`config.mk`:
```
export PLATFORM = sky130hd
export DESIGN_NAME = npc_sequencer
export DESIGN_NICKNAME = d
export VERILOG_FILES = /design/src/rtl/npc_sequencer_pkg.sv /design/src/rtl/npc_ras.sv /design/src/rtl/npc_sequencer.sv
export SDC_FILE = /design/constraint.sdc
export NUM_CORES = 1
export LEC_CHECK = 0
export BUFFER_PORTS_ARGS = -buffer_cell sky130_fd_sc_hd__buf_2
export CAP_MARGIN = 0
export CELL_PAD_IN_SITES_DETAIL_PLACEMENT = 1
export CELL_PAD_IN_SITES_GLOBAL_PLACEMENT = 2
export CORE_MARGIN = 2
export CORE_UTILIZATION = 33
export DETAILED_ROUTE_END_ITERATION = 16
export PLACE_DENSITY = 0.88
export SLEW_MARGIN = 20
export SYNTH_ARGS = -nofsm -noshare
export SYNTH_HDL_FRONTEND = slang
export SYNTH_SLANG_ARGS = --single-unit
```
`constraint.sdc`:
```
create_clock -name clk_i -period 8.9 [get_ports clk_i]
set_input_delay 1.78 -clock clk_i [delete_from_list [all_inputs] [get_ports clk_i]]
set_output_delay 1.78 -clock clk_i [all_outputs]
set_load 0.01 [all_outputs]
```
`src/rtl/npc_sequencer_pkg.sv`:
```
// npc_sequencer_pkg: shared definitions for the next-PC sequencer.
//   - pc_inc encodings (sequential, branch-relative, absolute, stop)
//   - npc_state_e sequencer FSM states
//   - redirect_t pending-redirect record (target + pc_inc code)
package npc_sequencer_pkg;

  localparam logic [1:0] PcIncSeq  = 2'b00;
  localparam logic [1:0] PcIncBr   = 2'b01;
  localparam logic [1:0] PcIncAbs  = 2'b10;
  localparam logic [1:0] PcIncStop = 2'b11;

  typedef enum logic [1:0] {
    StRun    = 2'b00,
    StHold   = 2'b01,
    StDrain  = 2'b10,
    StHalted = 2'b11
  } npc_state_e;

  typedef struct packed {
    logic [31:0] target;
    logic [1:0]  code;
  } redirect_t;

endpackage

```
`src/rtl/npc_ras.sv`:
```
// npc_ras: circular return-address stack, only instantiated when NPC_RAS_EN is defined.
//   clk_i, clr_ni     clock, async active-low reset (stack empty)
//   push_i / pop_i    push push_data_i / pop the top entry
//   push_data_i       return address to push
//   top_o             current top entry (0 when empty)
//   empty_o, full_o   occupancy flags
// A push when full overwrites the oldest entry. Push+pop together replaces the top in place.
module npc_ras #(
  parameter int unsigned Depth = 4
) (
  input  logic        clk_i,
  input  logic        clr_ni,
  input  logic        push_i,
  input  logic        pop_i,
  input  logic [31:0] push_data_i,
  output logic [31:0] top_o,
  output logic        empty_o,
  output logic        full_o
);

  localparam int unsigned PtrW = (Depth > 1) ? $clog2(Depth) : 1;
  localparam int unsigned CntW = $clog2(Depth + 1);

  logic [31:0]     mem_q [Depth];
  logic [PtrW-1:0] ptr_q;  // next slot to write
  logic [CntW-1:0] cnt_q;
  logic [PtrW-1:0] top_idx, ptr_nxt;

  assign top_idx = (ptr_q == '0) ? PtrW'(Depth - 1) : ptr_q - 1'b1;
  assign ptr_nxt = (ptr_q == PtrW'(Depth - 1)) ? '0 : ptr_q + 1'b1;
  assign empty_o = (cnt_q == '0);
  assign full_o  = (cnt_q == CntW'(Depth));
  assign top_o   = empty_o ? 32'd0 : mem_q[top_idx];

  always_ff @(posedge clk_i or negedge clr_ni) begin
    if (!clr_ni) begin
      ptr_q <= '0;
      cnt_q <= '0;
      for (int i = 0; i < int'(Depth); i++) mem_q[i] <= '0;
    end else if (push_i && pop_i && !empty_o) begin
      mem_q[top_idx] <= push_data_i;
    end else if (push_i) begin
      mem_q[ptr_q] <= push_data_i;
      ptr_q        <= ptr_nxt;
      if (!full_o) cnt_q <= cnt_q + 1'b1;
    end else if (pop_i && !empty_o) begin
      ptr_q <= top_idx;
      cnt_q <= cnt_q - 1'b1;
    end
  end

endmodule

```
`src/rtl/npc_sequencer.sv`:
```
// npc_sequencer: producer side of the PC-register interface.
//   clk_i, clr_ni               clock, async active-low reset
//   current_pc_i                PC register value (word address)
//   stall_i                     hold PC this cycle
//   br_valid_i/br_taken_i/br_imm_i  conditional branch (target = pc + 1 + imm)
//   jmp_valid_i/jmp_target_i    absolute jump
//   ras_push_i/ras_pop_i        call/return (used only with NPC_RAS_EN)
//   halt_req_i                  halt decoded; drains outstanding memory ops first
//   mem_req_i/mem_ack_i         memory op issue/complete
//   next_pc_o, pc_inc_o         combinational next PC and its code
//   halted_o, stall_cycles_o, outst_err_o  registered status
// Build option: define NPC_RAS_EN to add the return-address stack.
module npc_sequencer
  import npc_sequencer_pkg::*;
#(
  parameter int unsigned OutstW   = 4,
  parameter int unsigned RasDepth = 4
) (
  input  logic        clk_i,
  input  logic        clr_ni,
  input  logic [31:0] current_pc_i,
  input  logic        stall_i,
  input  logic        br_valid_i,
  input  logic        br_taken_i,
  input  logic [31:0] br_imm_i,
  input  logic        jmp_valid_i,
  input  logic [31:0] jmp_target_i,
  input  logic        ras_push_i,
  input  logic        ras_pop_i,
  input  logic        halt_req_i,
  input  logic        mem_req_i,
  input  logic        mem_ack_i,
  output logic [31:0] next_pc_o,
  output logic [1:0]  pc_inc_o,
  output logic        halted_o,
  output logic [31:0] stall_cycles_o,
  output logic        outst_err_o
);

  npc_state_e        state_q, state_d;
  redirect_t         pend_q, pend_d;
  logic [OutstW-1:0] count_q, count_d;
  logic [31:0]       stall_cycles_q, stall_cycles_d;
  logic              err_q, err_d;

  logic [31:0] pc_plus1, br_target;
  logic        redir_vld;
  redirect_t   redir;
  logic        ras_pop_act, ras_err;
  logic [31:0] ras_top;

  assign pc_plus1  = current_pc_i + 32'd1;
  assign br_target = current_pc_i + 32'd1 + br_imm_i;

  // Stack only moves on cycles where the sequencer is actually accepting redirects.
  logic ras_op_en;
  assign ras_op_en = (state_q == StRun) && !halt_req_i;

`ifdef NPC_RAS_EN
  logic ras_empty, ras_full;

  npc_ras #(
    .Depth(RasDepth)
  ) u_ras (
    .clk_i      (clk_i),
    .clr_ni     (clr_ni),
    .push_i     (ras_push_i && ras_op_en),
    .pop_i      (ras_pop_i && ras_op_en),
    .push_data_i(pc_plus1),
    .top_o      (ras_top),
    .empty_o    (ras_empty),
    .full_o     (ras_full)
  );

  logic unused_ras_full;
  assign unused_ras_full = ras_full;
  assign ras_pop_act     = ras_pop_i && ras_op_en;
  assign ras_err         = ras_pop_act && ras_empty;
`else
  localparam int unsigned UnusedRasDepth = RasDepth;
  logic unused_ras;
  assign unused_ras  = ras_push_i ^ ras_pop_i ^ ras_op_en;
  assign ras_pop_act = 1'b0;
  assign ras_err     = 1'b0;
  assign ras_top     = 32'd0;
`endif

  // Redirect mux below halt: ras_pop > jmp > taken branch.
  always_comb begin
    redir_vld = 1'b1;
    redir     = '{target: ras_top, code: PcIncAbs};
    if (ras_pop_act) begin
      redir = '{target: ras_top, code: PcIncAbs};
    end else if (jmp_valid_i) begin
      redir = '{target: jmp_target_i, code: PcIncAbs};
    end else if (br_valid_i && br_taken_i) begin
      redir = '{target: br_target, code: PcIncBr};
    end else begin
      redir_vld = 1'b0;
    end
  end

  always_comb begin
    state_d   = state_q;
    pend_d    = pend_q;
    next_pc_o = pc_plus1;
    pc_inc_o  = PcIncSeq;
    unique case (state_q)
      StRun, StHold: begin
        if (halt_req_i) begin
          // Pending redirect dropped; halt in the entry cycle when nothing is in flight.
          next_pc_o = current_pc_i;
          pend_d    = '0;
          if (count_q == '0) begin
            pc_inc_o = PcIncStop;
            state_d  = StHalted;
          end else begin
            state_d = StDrain;
          end
        end else if (stall_i) begin
          next_pc_o = current_pc_i;
          // Only the first redirect seen during a stall is kept.
          if (state_q == StRun && redir_vld) begin
            pend_d  = redir;
            state_d = StHold;
          end
        end else if (state_q == StHold) begin
          next_pc_o = pend_q.target;
          pc_inc_o  = pend_q.code;
          pend_d    = '0;
          state_d   = StRun;
        end else if (redir_vld) begin
          next_pc_o = redir.target;
          pc_inc_o  = redir.code;
        end
      end
      StDrain: begin
        next_pc_o = current_pc_i;
        if (count_q == '0) begin
          pc_inc_o = PcIncStop;
          state_d  = StHalted;
        end
      end
      StHalted: begin
        next_pc_o = current_pc_i;
        pc_inc_o  = PcIncStop;
      end
      default: state_d = StRun;
    endcase
  end

  always_comb begin
    count_d = count_q;
    err_d   = err_q | ras_err;
    if (mem_req_i && !mem_ack_i) begin
      if (count_q == '1) err_d = 1'b1;
      else count_d = count_q + 1'b1;
    end else if (mem_ack_i && !mem_req_i) begin
      if (count_q == '0) err_d = 1'b1;
      else count_d = count_q - 1'b1;
    end
    stall_cycles_d = stall_cycles_q;
    if (stall_i && (state_q == StRun || state_q == StHold)) begin
      stall_cycles_d = stall_cycles_q + 32'd1;
    end
  end

  always_ff @(posedge clk_i or negedge clr_ni) begin
    if (!clr_ni) begin
      state_q        <= StRun;
      pend_q         <= '0;
      count_q        <= '0;
      stall_cycles_q <= '0;
      err_q          <= 1'b0;
    end else begin
      state_q        <= state_d;
      pend_q         <= pend_d;
      count_q        <= count_d;
      stall_cycles_q <= stall_cycles_d;
      err_q          <= err_d;
    end
  end

  assign halted_o       = (state_q == StHalted);
  assign stall_cycles_o = stall_cycles_q;
  assign outst_err_o    = err_q;

endmodule
```
==> impl_metrics.yaml, run 1 <==
power_and_ir_drop:
  cell_internal_pwr_mw: 0.688
  sw_frac_of_total: 0.380
  vdd_ir_drop_max_mv: 0.0880
  power_switching_mw: 0.421
  share_comb_of_total_power: 0.330
  p_per_area_nw_per_um2: 138
  register_share_of_total_power: 0.333
  p_leak_nw: 3.78
  power.share.clock: 0.337
sta:
  timing.slew.headroom: 0.263
  grt_setup_unrepaired: "no"
  tightest_slew_ps: 1100
  final.period_utilization: 0.881
  setup_viol_count_final: 0
  final_worst_clock_skew_ps: 8.55
  maxSlewViolCount: 0
  worst_slack_ps: 1060
  min_period_ps: 7840
  final-hold-violation-count: 0
  max_freq_ghz: 0.128
  final_total_negative_setup_slack_ps: 0
global_routing:
  grt_use_total: 0.239
  grt_start_max_net_pins: 74
  grt.overflow.total: 0
  grt_first_pass_wirelength_um: 40400
  grt_antenna_before_repair: 1
  grt_pass1_vias: 7229
placed_design:
  place.gp.congestion: 0.897
  detailedPlace.worstSlack_ps: 1160
  hpwlAfterDp_um: 18700
  io_buffer_count: 172
  dpl.cell_count: 1253
logic_synthesis:
  synth_cell_types: 70
  ys_seq_area_frac: 0.276
  synth_area_um2: 6610
  synth-async-reset-ratio: 1.00
  syn_avg_cell_area_um2: 7.82
  mappedNetlistNets: 997
  synth-edff-count: 0
  synth-main-ff-cell: "sky130_fd_sc_hd__dfrtp_1"
  yosysWarnings: 0
  postSynthRegisterBits: 73
  synthesis.instances: 845
route:
  drt_wl_total_um: 25300
  wl_per_cell_um: 19.9
  post_drt_via_cell_ratio: 5.49
  route.antenna.remaining_nets: 0
  detailedRoute.firstIterationViolations: 241
  detail_route.first_pass.iterations: 4
  drcViolationCount: 0
  via_count: 6975
clocking:
  htree_levels: 3
  clockBufferDepth: 2
  cts_made_buffers: 9
  tritoncts_clock_tree: "done"
  cts_hold_buf: 0
  cts_post_setup_buffers_inserted: 0
  clk_latency_ps: 350
  cts.sinks: 73
  root_buffer: "sky130_fd_sc_hd__clkbuf_16"
  postCtsResizedCells: 0
  post_cts_clock_slew_at_the_launch_and_capture_registers_of_the_worst_setup_and_hold_paths_ps: 60
layout:
  mostFrequentLayoutCell: "sky130_fd_sc_hd__buf_2"
  layout-drive-gt1-share: 0.216
  fin_nets: 1151
  finalNonFillerCells: 1270
  layout_overhead_on_the_synthesized_area_pct: 21.4
  final_core_util: 0.411
  layout.cells.most_common_list: "171 x sky130_fd_sc_hd__buf_2, 134 x sky130_fd_sc_hd__nand2_1, 89 x sky130_fd_sc_hd__o21ai_0"
worst_setup_path:
  worst_ep_arrival_time_ps: 6060
  timing.critical_path.to_type: "output port"
  timing_worst_setup_path_type: "in2out"
  worstSetupStartpointType: "primary input"
  critPathRequiredTime_ps: 7120
  path_max_fanout: 5
die:
  placementRows: 51
  starting_utilization_of_the_core_area: 0.338
  floorplan.core_area_um2: 19500
  floorplan.io_pins: 175
  horiz_die_dim_um: 146
  die_h_um: 146
  die_area_um2: 21200
min_path:
  min_path_type: "reg2reg"
run_status:
  run_status: "finished clean"
flow_run:
  max_cap_violations: 0
-- synth_stat cells (11+ instances only) --
| library cell | count | share of area |
|---|---|---|
| sky130_fd_sc_hd__a21o_1 | 11 | 0.012 |
| sky130_fd_sc_hd__a21oi_1 | 78 | 0.059 |
| sky130_fd_sc_hd__a22oi_1 | 14 | 0.016 |
| sky130_fd_sc_hd__and3_1 | 19 | 0.018 |
| sky130_fd_sc_hd__clkbuf_1 | 35 | 0.020 |
| sky130_fd_sc_hd__dfrtp_1 | 73 | 0.28 |
| sky130_fd_sc_hd__ha_1 | 43 | 0.081 |
| sky130_fd_sc_hd__inv_1 | 20 | 0.011 |
| sky130_fd_sc_hd__nand2_1 | 134 | 0.076 |
| sky130_fd_sc_hd__nand3_1 | 31 | 0.023 |
| sky130_fd_sc_hd__nand4_1 | 17 | 0.016 |
| sky130_fd_sc_hd__nor2_1 | 50 | 0.028 |
| sky130_fd_sc_hd__o21ai_0 | 89 | 0.067 |
| sky130_fd_sc_hd__or3_1 | 16 | 0.015 |
| sky130_fd_sc_hd__xnor2_1 | 59 | 0.078 |
| sky130_fd_sc_hd__xor2_1 | 31 | 0.041 |
-- registers in the layout, summed over array words and instances, names as in the netlist --
| signal | cells |
|---|---|
| pend_q | 34 |
| stall_cycles_o | 32 |
| count_q | 4 |
| state_q | 2 |
| outst_err_o | 1 |
-- per-stage QoR --
| stage | total power [mW] | instance area [um^2] | hold slack (ps) |
|---|---|---|---|
| after floorplan | 0.600 | 6610 | 433 |
| after CTS | 1.12 | 8010 | 465 |
| after global routing | 1.17 | 8020 | 509 |
| final | 1.11 | 8020 | 458 |
| after global placement | 0.731 | 7730 | 445 |
| after detailed placement | 0.740 | 7730 | 453 |
-- final timing paths --
check / startpoint / end / slack [ps] / cells after the start
worst max-delay path: current_pc_i[2] / next_pc_o[30] / 1060 / 16
worst min-delay path: stall_cycles_o[31] / stall_cycles_o[31] / 460 / 1
worst max register to register: state_q[0] / pend_q[26] / 6240 / 6
worst min register to register: stall_cycles_o[31] / stall_cycles_o[31] / 460 / 1
max in group asynchronous: clr_ni / pend_q[24] / 6900 / 1
min in group asynchronous: clr_ni / stall_cycles_o[19] / 1460 / 1
-- cells by family after synthesis --
| family | count (synthesis) | share of synthesized area |
|---|---|---|
| buffers and inverters | 57 | 0.0326 |
| AOI/OAI and AO/OA | 267 | 0.250 |
| and+or+nand+nor | 306 | 0.221 |
| DFF | 73 | 0.276 |
| xor gates and xnor gates | 92 | 0.124 |
| muxes | 5 | 0.00795 |
| adders and majority gates | 45 | 0.0875 |
-- final cells by class --
class | instances | area [um^2]
Antenna cell | 1 | 2.50
Clock buffer | 9 | 225
Clock inverter | 7 | 62.6
Fill cell | 2481 | 11500
Inverter | 21 | 78.8
Multi-Input combinational cell | 715 | 4570
Sequential cell | 73 | 1830
Tap cell | 265 | 332
Timing Repair Buffer | 179 | 920
-- power groups by stage --
stage	clock (mW)	combinational [mW]	sequential, mW
floorplan	0	0.228	0.372
global placement	0	0.357	0.374
detailed placement	0	0.364	0.375
CTS	0.382	0.367	0.369
global route	0.394	0.406	0.372
finish	0.374	0.366	0.369
-- per-layer routing --
layer | GRT usage | part of all wire
met5 | 0 | 0
met4 | 0.0569 | 0.014
met3 | 0.0317 | 0.047
met2 | 0.401 | 0.47
met1 | 0.327 | 0.47
-- critical path, stage by stage --
cell and delay [ps]:
sky130_fd_sc_hd__buf_2 130, sky130_fd_sc_hd__and3_1 220, sky130_fd_sc_hd__nand3_1 440, sky130_fd_sc_hd__nor3_1 610
sky130_fd_sc_hd__xor2_1 310, sky130_fd_sc_hd__ha_1 330, sky130_fd_sc_hd__a21oi_1 200, sky130_fd_sc_hd__o21ai_0 210
sky130_fd_sc_hd__a2111oi_2 290, sky130_fd_sc_hd__o21bai_1 250, sky130_fd_sc_hd__a21oi_2 320, sky130_fd_sc_hd__o221ai_2 140
sky130_fd_sc_hd__a21oi_2 200, sky130_fd_sc_hd__xor2_2 120, sky130_fd_sc_hd__o31ai_1 300, sky130_fd_sc_hd__buf_2 200
(Power assumes the default switching activity.)
==> inputs of run 2 (changes only) <==
- CORE_UTILIZATION: 33 -> 30
- PLACE_DENSITY: 0.88 -> 0.81
==> impl_metrics.yaml, run 2 (synthesized netlist as in run 1, its figures left out) <==
sta:
  tightest_slew_ps: 960
  final.period_utilization: 0.875
  max_freq_ghz: 0.128
  final_total_negative_setup_slack_ps: 0
  grt_setup_unrepaired: "no"
  min_period_ps: 7790
  maxSlewViolCount: 0
  final_worst_clock_skew_ps: 11.9
  final-hold-violation-count: 0
  timing.slew.headroom: 0.358
  setup_viol_count_final: 0
global_routing:
  grt.overflow.total: 0
  grt_start_max_net_pins: 74
  grt_use_total: 0.218
  grt_antenna_before_repair: 2
  grt_pass1_vias: 7272
  grt_first_pass_wirelength_um: 40600
worst_setup_path:
  cpPeakStageDelay_ps: 590
  setup.worst_path.start: "current_pc_i[2]"
  crit_path_cell_trace: "buf_2 -> and3_1 -> nand3_1 -> nor3_1 -> xor2_1 -> ha_1 -> a21oi_1 -> o21ai_0 -> a2111oi_2 -> o21bai_1 -> a21oi_2 -> o221ai_2 -> a21oi_2 -> xor2_2 -> o31ai_1 -> buf_2"
  critPathRequiredTime_ps: 7120
  worstSetupStartpointType: "primary input"
  r2r_setup_slack_ps: 6470
  worst_ep_arrival_time_ps: 6010
  timing.critical_path.to_type: "output port"
  r2r-end: "stall_cycles_o[26]"
  endpoint: "next_pc_o[30]"
  worst-r2r-cell-count: 9
  crit_slowest_cell: "sky130_fd_sc_hd__nor3_1"
  timing_worst_setup_path_type: "in2out"
  worst_reg2reg_path_startpoint: "state_q[1]"
  path_max_fanout: 5
layout:
  mostFrequentLayoutCell: "sky130_fd_sc_hd__buf_2"
  layout.cells.most_common_list: "171 x sky130_fd_sc_hd__buf_2, 133 x sky130_fd_sc_hd__nand2_1, 89 x sky130_fd_sc_hd__o21ai_0"
  layout-drive-gt1-share: 0.218
  top_register: "pend_q"
  layout.area.seq_um2: 1830
  layout_overhead_on_the_synthesized_area_pct: 21.8
  fin_nets: 1152
  fillCellCount: 2721
  area_occupied_by_multi_input_gates_um2: 4580
  largest_register_ffs: 34
  design_area_um2: 8050
route:
  wl_per_cell_um: 19.8
  drcViolationCount: 0
  via_count: 6944
  post_drt_via_cell_ratio: 5.40
  detailedRoute.firstIterationViolations: 253
  route.antenna.remaining_nets: 0
  drt_wl_total_um: 25500
  detail_route.first_pass.iterations: 4
flow_run:
  max_cap_violations: 0
clocking:
  root_buffer: "sky130_fd_sc_hd__clkbuf_16"
  postCtsResizedCells: 0
  cts_hold_buf: 0
  clk_latency_ps: 350
  cts_post_setup_buffers_inserted: 0
  htree_levels: 3
  clockBufferDepth: 2
  cts.sinks: 73
  cts_made_buffers: 9
  tritoncts_clock_tree: "done"
  post_cts_clock_slew_at_the_launch_and_capture_registers_of_the_worst_setup_and_hold_paths_ps: 60
die:
  floorplan.core_area_um2: 21700
  horiz_die_dim_um: 152
  placementRows: 54
  starting_utilization_of_the_core_area: 0.305
  floorplan.io_pins: 175
  die_h_um: 152
  die_area_um2: 23200
run_status:
  run_status: "finished clean"
placed_design:
  post_dp_cell_area_um2: 7750
  io_buffer_count: 172
  hpwlAfterDp_um: 18900
  place.gp.congestion: 0.870
power_and_ir_drop:
  p_leak_nw: 3.78
  p_per_area_nw_per_um2: 137
  vdd_ir_drop_max_mv: 0.0845
min_path:
  min_path_type: "reg2reg"
  worst_hold_path.num_cells: 1
-- run 2: cell count changes in the layout (fill, tap and decap cells not counted) --
cell                      before  now
sky130_fd_sc_hd__diode_2       1    2
sky130_fd_sc_hd__inv_6         2    3
sky130_fd_sc_hd__buf_4         7    8
sky130_fd_sc_hd__nand2_1     134  133
sky130_fd_sc_hd__nand2_2       0    1
sky130_fd_sc_hd__inv_8         2    1
-- run 2: routing by layer --
metal  vias to the layer above  track usage  wire (um)
met5                         -            0          0
met4                         0       0.0379        211
met3                        11       0.0253       1020
met2                       166        0.376      12400
met1                      3409        0.300      11900
li1                       3358            -          -
-- run 2: layout make-up --
cell class,instances,share of cell area
repair buffers,180,0.115
clock inverters,7,0.00746
clock buffers,9,0.0280
multi-input cells,715,0.568
diodes,2,0.000622
flip-flops and latches,73,0.227
well taps,280,0.0435
inverters,21,0.00979
-- run 2: through the flow --
stage	worst slack, ps	cells	utilization	hold WS, ps	total power [mW]
after floorplan	2390	845	-	433	0.600
after global placement	1170	1269	0.358	446	0.734
after detailed placement	1170	1269	0.358	456	0.738
after CTS	1150	1285	0.371	470	1.12
after global routing	801	1286	0.371	496	1.17
final	1110	1287	0.371	468	1.11
-- run 2: power by group --
part | switching [mW] | total (mW) | internal (mW)
clock network | 0.177 | 0.372 | 0.194
logic | 0.223 | 0.365 | 0.142
registers | 0.0190 | 0.368 | 0.350
-- run 2: worst min-delay path by stage --
stage,startpoint,to
detailed placement,pend_q[24],pend_q[24]
global placement,pend_q[21],pend_q[21]
finish,stall_cycles_o[31],stall_cycles_o[31]
CTS,stall_cycles_o[31],stall_cycles_o[31]
global route,stall_cycles_o[31],stall_cycles_o[31]
floorplan,pend_q[21],pend_q[21]
-- run 2: critical path: cells and delay by family --
| family | cells | cell delay (ps) |
|---|---|---|
| XOR/XNOR | 2 | 400 |
| adder cells (fa/ha/maj) | 1 | 330 |
| AND/OR/NAND/NOR | 3 | 1170 |
| buffers and inverters | 2 | 340 |
| AO/OA/AOI/OAI | 8 | 1980 |
==> inputs of run 3 (changes only) <==
- clock period: 8.9 -> 7.9 ns (I/O delays scaled with it)
==> impl_metrics.yaml, run 3 (synthesized netlist as in run 1, its figures left out) <==
run_status:
  run_status: "finished clean"
worst_setup_path:
  timing.critical_path.to_type: "output port"
  r2r_setup_slack_ps: 5010
  path_max_fanout: 7
  worst_reg2reg_path_startpoint: "state_q[0]"
  critPathRequiredTime_ps: 6320
  worst_ep_arrival_time_ps: 5760
  timing_worst_setup_path_type: "in2out"
  setup.worst_path.start: "current_pc_i[3]"
  worstSetupStartpointType: "primary input"
  worst-r2r-cell-count: 6
layout:
  largest_register_ffs: 34
  fin_nets: 1151
  finalNonFillerCells: 1287
  top_register: "pend_q"
  final_core_util: 0.371
  layout-drive-gt1-share: 0.217
  layout_overhead_on_the_synthesized_area_pct: 21.8
  mostFrequentLayoutCell: "sky130_fd_sc_hd__buf_2"
  layout.cells.most_common_list: "171 x sky130_fd_sc_hd__buf_2, 133 x sky130_fd_sc_hd__nand2_1, 89 x sky130_fd_sc_hd__o21ai_0"
  design_area_um2: 8050
  fillCellCount: 2714
power_and_ir_drop:
  sw_frac_of_total: 0.379
  p_leak_nw: 3.78
  power_switching_mw: 0.473
  vdd_ir_drop_max_mv: 0.0899
  share_comb_of_total_power: 0.332
  p_per_area_nw_per_um2: 155
  total_power_mw: 1.25
  power.share.clock: 0.335
  register_share_of_total_power: 0.333
  cell_internal_pwr_mw: 0.774
clocking:
  clockBufferDepth: 2
  clk_latency_ps: 350
  root_buffer: "sky130_fd_sc_hd__clkbuf_16"
  cts_post_setup_buffers_inserted: 0
  htree_levels: 3
  post_cts_clock_slew_at_the_launch_and_capture_registers_of_the_worst_setup_and_hold_paths_ps: 60
  postCtsResizedCells: 0
  tritoncts_clock_tree: "done"
  cts_made_buffers: 9
  cts_hold_buf: 0
  cts.sinks: 73
sta:
  grt_setup_unrepaired: "no"
  maxSlewViolCount: 0
  final-hold-violation-count: 0
  max_freq_ghz: 0.136
  final_total_negative_setup_slack_ps: 0
  setup_viol_count_final: 0
  hold-worst-slack_ps: 462
  final.period_utilization: 0.929
  tightest_slew_ps: 1030
  final_worst_clock_skew_ps: 11.7
  timing.slew.headroom: 0.313
  worst_slack_ps: 557
  min_period_ps: 7340
die:
  horiz_die_dim_um: 152
  floorplan.io_pins: 175
  die_area_um2: 23200
  starting_utilization_of_the_core_area: 0.305
  floorplan.core_area_um2: 21700
  die_h_um: 152
  placementRows: 54
placed_design:
  place.gp.congestion: 0.881
  io_buffer_count: 172
  detailedPlace.worstSlack_ps: 581
  dpl.cell_count: 1268
  post_dp_cell_area_um2: 7750
  hpwlAfterDp_um: 19000
min_path:
  hold_path.startpoint: "stall_cycles_o[31]"
  worst_hold_path.num_cells: 1
  min_path_type: "reg2reg"
flow_run:
  max_cap_violations: 0
global_routing:
  grt_start_max_net_pins: 74
  grt_antenna_before_repair: 4
  grt_pass1_vias: 7311
  grt_use_total: 0.220
  grt.overflow.total: 0
  grt_first_pass_wirelength_um: 40800
route:
  detailedRoute.firstIterationViolations: 299
  via_count: 6978
  post_drt_via_cell_ratio: 5.42
  drcViolationCount: 0
  wl_per_cell_um: 19.9
  route.antenna.remaining_nets: 0
  detail_route.first_pass.iterations: 4
  drt_wl_total_um: 25600
[run 3: cell types whose count changed in the layout (fill, tap and decap cells not counted), sizes merged]
cell      before  now
buf          180  179
clkinvlp       3    2
diode          2    3
inv           24   25
[run 3: power groups by stage]
stage | combinational (mW) | clock [mW] | sequential (mW)
global route | 0.461 | 0.445 | 0.418
global placement | 0.406 | 0 | 0.421
floorplan | 0.257 | 0 | 0.420
CTS | 0.415 | 0.431 | 0.415
finish | 0.415 | 0.418 | 0.415
detailed placement | 0.411 | 0 | 0.422
[run 3: path summary, 6_finish.rpt]
kind | end
min in group asynchronous | stall_cycles_o[19]
worst max-delay path | next_pc_o[31]
worst max register to register | pend_q[23]
worst min register to register | stall_cycles_o[31]
worst min-delay path | stall_cycles_o[31]
max in group asynchronous | stall_cycles_o[24]
[run 3: area by class of cell]
class	count	area, um^2	area share
Multi-Input combinational cell	715	4580	0.569
Sequential cell	73	1830	0.227
Timing Repair Buffer	179	920	0.114
Tap cell	280	350	0.0435
Clock buffer	9	225	0.0280
Inverter	21	78.8	0.00980
Clock inverter	7	61.3	0.00762
Antenna cell	3	7.51	0.000933
[run 3: per-layer routing]
layer | GRT usage | up-vias | wire, um
met5 | 0 | - | 0
met4 | 0.0631 | 0 | 425
met3 | 0.0344 | 27 | 1060
met2 | 0.368 | 159 | 12000
met1 | 0.296 | 3431 | 12100
li1 | - | 3361 | -
[run 3: worst max-delay path: stages]
cell and delay [ps]:
sky130_fd_sc_hd__buf_2 130, sky130_fd_sc_hd__and3_1 210, sky130_fd_sc_hd__nand3_1 380, sky130_fd_sc_hd__nor3_1 560, sky130_fd_sc_hd__nand3_1 190, sky130_fd_sc_hd__xnor2_1 290, sky130_fd_sc_hd__ha_1 370, sky130_fd_sc_hd__a21oi_1 170
sky130_fd_sc_hd__nand2_1 70, sky130_fd_sc_hd__a221o_1 330, sky130_fd_sc_hd__nor2_1 150, sky130_fd_sc_hd__a21oi_1 140, sky130_fd_sc_hd__a21boi_1 420, sky130_fd_sc_hd__mux2i_1 230, sky130_fd_sc_hd__a32oi_1 140, sky130_fd_sc_hd__a21oi_1 210
sky130_fd_sc_hd__buf_2 160
